--- config.mk ---
export PLATFORM = sky130hd
export DESIGN_NAME = iss_sample_sequencer
export DESIGN_NICKNAME = d
export VERILOG_FILES = /design/src/rtl/iss_sample_sequencer.sv
export SDC_FILE = /design/constraint.sdc
export NUM_CORES = 1
export LEC_CHECK = 0
export ABC_AREA = 1
export BUFFER_PORTS_ARGS = -buffer_cell sky130_fd_sc_hd__buf_2
export CAP_MARGIN = 20
export CORE_MARGIN = 3
export CORE_UTILIZATION = 30
export CTS_BUF_LIST = sky130_fd_sc_hd__clkbuf_16
export DETAILED_ROUTE_END_ITERATION = 7
export GPL_ROUTABILITY_DRIVEN = 1
export PLACE_DENSITY = 0.49
export SYNTH_ARGS = -nofsm -noshare
export SYNTH_HDL_FRONTEND = slang
export SYNTH_SLANG_ARGS = --single-unit
--- constraint.sdc ---
create_clock -name CLOCKH -period 1.7 [get_ports CLOCKH]
set_input_delay 0.085 -clock CLOCKH [delete_from_list [all_inputs] [get_ports CLOCKH]]
set_output_delay 0.085 -clock CLOCKH [all_outputs]
set_load 0.02 [all_outputs]
--- src/rtl/iss_sample_sequencer.sv ---
`timescale 1ns/1ps
// iss_sample_sequencer: interrogate-driven fine/coarse resolver sample sequencer
// with reference-edge watchdog window, overrun flag and interrogate counter.
module iss_sample_sequencer #(
   parameter int SETTLE_CYC = 8,
   parameter int GAP_CYC    = 4,
   parameter int WDOG_CYC   = 400
) (
   input  logic       CLOCKH,
   input  logic       rst_n,
   input  logic       ISSIHI,
   input  logic       UREF1H,
   output logic       RDCYCL,
   output logic       SMPLF,
   output logic       SMPLC,
   output logic       PHASE,
   output logic       OVRN,
   output logic       ISSFLT,
   output logic [7:0] INTCNT
);

   localparam int CW = 16;
   localparam logic [CW-1:0] SETTLE_LD = CW'(SETTLE_CYC - 1);
   localparam logic [CW-1:0] GAP_LD    = CW'(GAP_CYC - 1);
   localparam logic [9:0]    WDOG_LD   = 10'(WDOG_CYC);

   typedef enum logic [2:0] {
      IDLE,
      SETTLE,
      SAMPF,
      GAP,
      SAMPC
   } state_t;

   state_t        state;
   state_t        state_nxt;
   logic [CW-1:0] cnt;
   logic [CW-1:0] cnt_nxt;
   logic          accept;

   logic [2:0]    iss_sy;
   logic [2:0]    ref_sy;
   logic          irq_ev;
   logic          ref_ev;

   logic          phase_q;
   logic          ovrn_q;
   logic          flt_q;
   logic [7:0]    intcnt_q;

   logic          win_open;
   logic [9:0]    wd_tmr;
   logic [1:0]    good;
   logic          in_win;
   logic          miss;

   // [0],[1] form the synchronizer; [2] is the edge-detect history
   always_ff @(posedge CLOCKH) begin
      if (!rst_n) begin
         iss_sy <= '0;
         ref_sy <= '0;
      end else begin
         iss_sy <= {iss_sy[1:0], ISSIHI};
         ref_sy <= {ref_sy[1:0], UREF1H};
      end
   end

   assign irq_ev = iss_sy[1] & ~iss_sy[2];
   assign ref_ev = ref_sy[1] ^ ref_sy[2];

   always_comb begin
      state_nxt = state;
      cnt_nxt   = cnt;
      accept    = 1'b0;
      unique case (state)
         IDLE: begin
            if (irq_ev) begin
               state_nxt = SETTLE;
               cnt_nxt   = SETTLE_LD;
               accept    = 1'b1;
            end
         end
         SETTLE: begin
            if (cnt == '0) begin
               state_nxt = SAMPF;
            end else begin
               cnt_nxt = cnt - CW'(1);
            end
         end
         SAMPF: begin
            state_nxt = GAP;
            cnt_nxt   = GAP_LD;
         end
         GAP: begin
            if (cnt == '0) begin
               state_nxt = SAMPC;
            end else begin
               cnt_nxt = cnt - CW'(1);
            end
         end
         SAMPC: begin
            state_nxt = IDLE;
         end
         default: begin
            state_nxt = IDLE;
         end
      endcase
   end

   always_ff @(posedge CLOCKH) begin
      if (!rst_n) begin
         state <= IDLE;
         cnt   <= '0;
      end else begin
         state <= state_nxt;
         cnt   <= cnt_nxt;
      end
   end

   always_ff @(posedge CLOCKH) begin
      if (!rst_n) begin
         phase_q  <= 1'b0;
         ovrn_q   <= 1'b0;
         intcnt_q <= '0;
      end else begin
         ovrn_q <= irq_ev && (state != IDLE);
         if (accept) begin
            intcnt_q <= intcnt_q + 8'd1;
         end
         if (state == SETTLE && state_nxt == SAMPF) begin
            phase_q <= ref_sy[1];
         end
      end
   end

   // an interrogate coincident with a reference edge belongs to the old window
   assign in_win = irq_ev & win_open;
   assign miss   = win_open & ~irq_ev & (ref_ev | (wd_tmr <= 10'd1));

   always_ff @(posedge CLOCKH) begin
      if (!rst_n) begin
         win_open <= 1'b0;
         wd_tmr   <= '0;
         good     <= '0;
         flt_q    <= 1'b0;
      end else begin
         if (ref_ev) begin
            win_open <= 1'b1;
            wd_tmr   <= WDOG_LD;
         end else if (in_win || miss) begin
            win_open <= 1'b0;
            wd_tmr   <= '0;
         end else if (win_open) begin
            wd_tmr <= wd_tmr - 10'd1;
         end

         if (miss) begin
            flt_q <= 1'b1;
            good  <= '0;
         end else if (in_win) begin
            if (good != 2'd2) begin
               good <= good + 2'd1;
            end
            if (good != 2'd0) begin
               flt_q <= 1'b0;
            end
         end
      end
   end

   assign RDCYCL = (state != IDLE);
   assign SMPLF  = (state == SAMPF);
   assign SMPLC  = (state == SAMPC);
   assign PHASE  = phase_q;
   assign OVRN   = ovrn_q;
   assign ISSFLT = flt_q;
   assign INTCNT = intcnt_q;

endmodule

==> results.md <==
Outcome:
- The flow ran to the end, and the final reports show no timing, DRC or antenna violations.

Placed design:
- Detailed placement ended at an HPWL of 4475 µm.
- The placer's final routability congestion estimate is about 0.79.
- In this run, placement finished with an instance count of 523.
- The number of I/O port buffers is 17.

Yosys:
- Sorting the synthesized cells by area gives the leading types as sky130_fd_sc_hd__dfxtp_1 (38%), sky130_fd_sc_hd__nor2_1 (13%), sky130_fd_sc_hd__nand2_1 (11%).
- Synthesis inferred 49 register bits.
- The total number of yosys warnings is 0.
- The average size of a mapped cell is ~6.7 µm².
- In the synthesized netlist, the number of instances is 390.
- The largest total area in the synthesized netlist belongs to sky130_fd_sc_hd__dfxtp_1.
- The commonest cells after synthesis are sky130_fd_sc_hd__nor2_1 (87), sky130_fd_sc_hd__nand2_1 (77), sky130_fd_sc_hd__dfxtp_1 (49).
- The net count after synthesis is 400.
- The synthesized design devotes to its leading area cell type 37.73% of total area.
- The register area share after synthesis is 37.73%.
- The count of distinct cell types in the synthesized netlist is 32.
- The number of flops mapped to enable cells by yosys is 0.
- The post-synthesis instance area is approximately 2600 µm².
- The fraction of registers with async set or reset after synthesis is 0%.
- For this run, the leading register cell type out of synthesis is sky130_fd_sc_hd__dfxtp_1.
- Yosys instantiated no cell more often than sky130_fd_sc_hd__nor2_1.

Setup path:
- The critical setup path kind is flop to flop.
- Among all stages on the critical path, the largest delay is contributed by sky130_fd_sc_hd__dfxtp_2.
- The flop-to-flop setup slack is 140 ps.
- The worst setup path is launched from a flop.
- Counting cells, the worst reg-to-reg path comes to 9.
- The arrival time at the worst endpoint is 1790 ps.
- In this run the worst setup path begins at wd_tmr[0].
- The worst reg2reg path endpoint is good[0].
- The largest fanout on the critical path is 3.
- For this run, the slowest stage of the critical path takes approximately 340 ps.
- At the worst endpoint, the required time is 1930 ps.
- The origin of the critical flop-to-flop path is wd_tmr[0].
- The worst setup path is captured at a flop.
- The critical path goes through inv_1 > ha_2 > or2_2 > nand3_1 > nor2_1 > o21ai_2 > buf_4 > nand2_2 > a21oi_2.

Power:
- For this design the static power due to leakage is between 1 and 1.5 nW.
- Net switching is 38.87% of the power.
- The combinational share of power is approximately two fifths.
- The power density relative to cell area is 1245 nW/µm².
- Sequential cells burn 34.8% of the power.
- Summed over all nets, the switching power comes to 1.495 mW.
- The total chip power is 3.846 mW.
- Across the VDD grid, the largest voltage drop is roughly 480 µV.
- The internal power consumption is 2.351 mW.
- Of the total power, the clock network draws 26.0%.

Global route:
- The number of global-route vias before repair is 2349.
- The first global-routing pass estimated 10610 µm of wire.
- The initial antenna violation count is 0.
- The overflow left after global routing is 0.
- The maximum number of pins on one net before global-route repair is 24.
- The combined global-route utilization of all metal layers is 13.13%.

Clocking:
- The cell sitting at the root of the clock tree is a sky130_fd_sc_hd__clkbuf_16.
- The total clock buffers created by CTS is 5.
- Clock-pin slew was measured on the worst setup and hold paths at 70 ps.
- The number of buffers on the longest clock path is 2.
- Clock latency on the worst-skew pair, taken at its later pin, is approximately 290 ps.
- The clock tree from TritonCTS is done.
- CTS built an H-tree with a depth of 2.
- Post-CTS timing repair inserted 0 buffers for setup.
- The clock sink count is 49.

Cells and area:
- Of the cells placed in the final design, the portion with a size suffix greater than 1 is 15.89%.
- For this run, the post-layout net count is 437.
- The share of the core filled with cells in the final layout is 37.24%.
- Once layout is complete, the cells apart from fillers number 533.
- Relative to the synthesized area, the layout overhead comes to 18.86%.
- The number of antenna repair diodes is 0.

Min path:
- The worst hold path passes through 3 cells.
- The beginning of the worst hold path is rst_n.
- The path class of the tightest hold or removal check is primary input to flop.
- The worst hold path terminates at OVRN.

Detailed routing:
- The detailed router's first-iteration violation count is 66.
- The number of search-and-repair iterations in the first detailed-routing pass is 4.
- The aggregate routed wire length is 5978 µm.
- The post-detailed-route via-to-cell ratio is roughly 4.5.
- After detailed routing, the number of remaining DRC violations is 0.
- The via count is 2418.
- Dividing the detail-routed wire length by the instance count gives between 10 and 15 µm.
- The antenna violation net count after detailed routing is 0.

STA:
- Subtracting the final worst setup slack from the clock period gives 1564 ps.
- The highest clock rate is about 640 MHz.
- The count of endpoints failing setup in the final report is 0.
- The number of endpoints with negative hold slack in the final report is 0.
- At the pin with the least slew margin, the transition time is 439.3 ps.
- The worst slew margin relative to its limit is 70.67%.
- Setup total negative slack on the finished layout was measured at 0 ps.
- Setup repair after global routing left no endpoint under its margin.
- The final period utilization is 91.99%.
- The worst clock skew on the final layout is 5.793 ps.
- The number of pins with negative max-slew slack in the final report came to 0.

Die:
- The total core area is 8299 µm².
- For this configuration, the core starts out at a cell density of 31.33%.
- 18 I/O pins were placed.
- The count of standard-cell rows is 33.
- The vertical die dimension is 99.10 µm.
- The chip width is 99.10 µm.
- The area enclosed by the die boundary is 9820 µm².

Flow run:
- The number of max-capacitance violations reported is 0.
worst max-delay path by stage:
stage | end | slack [ps] | depth (start not counted)
after global routing | good[1] | 8 | 9
final | good[0] | 140 | 9
after global placement | wd_tmr[2] | 70 | 8
after CTS | wd_tmr[0] | 40 | 8
after detailed placement | wd_tmr[0] | -20 | 8
after floorplan | wd_tmr[0] | 150 | 8
power by group through the flow:
stage                     Sequential [mW]  Combinational [mW]  Clock [mW]
after floorplan                      1.36                1.14           0
after global placement               1.37                1.50           0
final                                1.34                1.51       0.998
after global routing                 1.36                1.76        1.08
after CTS                            1.34                1.51        1.04
after detailed placement             1.37                1.50           0
critical path, delay by kind of cell (launching register included):
| kind | cells | cell delay, ps |
|---|---|---|
| AO/OA/AOI/OAI | 2 | 310 |
| adder cells (fa/ha/maj) | 1 | 180 |
| buffers and inverters | 2 | 210 |
| flip-flops | 1 | 340 |
| AND/OR/NAND/NOR | 4 | 470 |
layer usage:
| layer | GRT usage (%) | part of all wire, % | vias up |
|---|---|---|---|
| met2 | 21.69 | 46 | 35 |
| met3 | 2.384 | 2.6 | 9 |
| met4 | 4.517 | 1.8 | 0 |
| met5 | 0 | 0 | - |
| met1 | 17.25 | 50 | 1061 |
| li1 | - | - | 1313 |
layout by cell type (no fill, tap or decap), types with 2 or more instances in the layout:
| cell type | netlist | final |
|---|---|---|
| sky130_fd_sc_hd__nor2_1 | 87 | 87 |
| sky130_fd_sc_hd__nand2_1 | 77 | 76 |
| sky130_fd_sc_hd__dfxtp_1 | 49 | 48 |
| sky130_fd_sc_hd__inv_1 | 45 | 45 |
| sky130_fd_sc_hd__nand3_1 | 30 | 29 |
| sky130_fd_sc_hd__a21oi_1 | 29 | 27 |
| sky130_fd_sc_hd__buf_2 | 0 | 17 |
| sky130_fd_sc_hd__buf_4 | 0 | 16 |
| sky130_fd_sc_hd__nor3_1 | 11 | 11 |
| sky130_fd_sc_hd__o21ai_0 | 10 | 10 |
| sky130_fd_sc_hd__xor2_1 | 7 | 7 |
| sky130_fd_sc_hd__inv_2 | 5 | 5 |
| sky130_fd_sc_hd__ha_1 | 6 | 5 |
| sky130_fd_sc_hd__clkbuf_16 | 0 | 5 |
| sky130_fd_sc_hd__nand2_2 | 3 | 4 |
| sky130_fd_sc_hd__a21oi_2 | 2 | 4 |
| sky130_fd_sc_hd__xnor2_1 | 4 | 4 |
| sky130_fd_sc_hd__nor2_4 | 3 | 3 |
| sky130_fd_sc_hd__nor2_2 | 3 | 3 |
| sky130_fd_sc_hd__nor4_1 | 3 | 3 |
| sky130_fd_sc_hd__dlygate4sd3_1 | 0 | 2 |
registers in the layout, summed over array words and instances, names as in the netlist:
name,flops
win_open,1
INTCNT,8
OVRN,1
iss_sy,3
ref_sy,3
state,3
wd_tmr,10
ISSFLT,1
good,2
PHASE,1
cnt,16
logic make-up (layout without fill, tap and decap cells):
logic type | count (synthesis) | in the layout | share of synthesized area [%]
compound gates | 47 | 47 | 10.11
xor+xnor | 11 | 11 | 3.705
fa+ha+maj | 6 | 6 | 2.887
buf+inv | 55 | 93 | 8.855
flops | 49 | 49 | 37.73
simple gates | 222 | 222 | 36.72
metrics by stage:
| step | setup WS (ps) | hold slack (ps) | area [µm²] |
|---|---|---|---|
| after CTS | 42.80 | 225.5 | 3065 |
| after global routing | 8.381 | 247.2 | 3090 |
| after global placement | 74.27 | 269.1 | 2894 |
| after floorplan | 149.7 | 182.6 | 2600 |
| after detailed placement | -18.78 | 271.9 | 2894 |
| final | 136.2 | 237.1 | 3090 |
what timing repair did:
item / 4_1_cts / 5_1_grt
hold endpoints to repair: 2 / 0
hold buffers: 2 / 0
pin swaps: 0 / 1
setup endpoints to repair: 4 / 12
gates resized for setup: 1 / 7
gates cloned: 0 / 0
area by class of cell:
| type | instances | area (µm²) |
|---|---|---|
| clock buffers | 5 | 125.1 |
| clock inverters | 3 | 21.27 |
| fillers | 895 | 5209 |
| inverters | 50 | 187.7 |
| multi-input cells | 286 | 1418 |
| flip-flops and latches | 49 | 982.2 |
| well taps | 105 | 131.4 |
| repair buffers | 35 | 225.2 |
No activity file was read; power rests on OpenSTA's default activity.
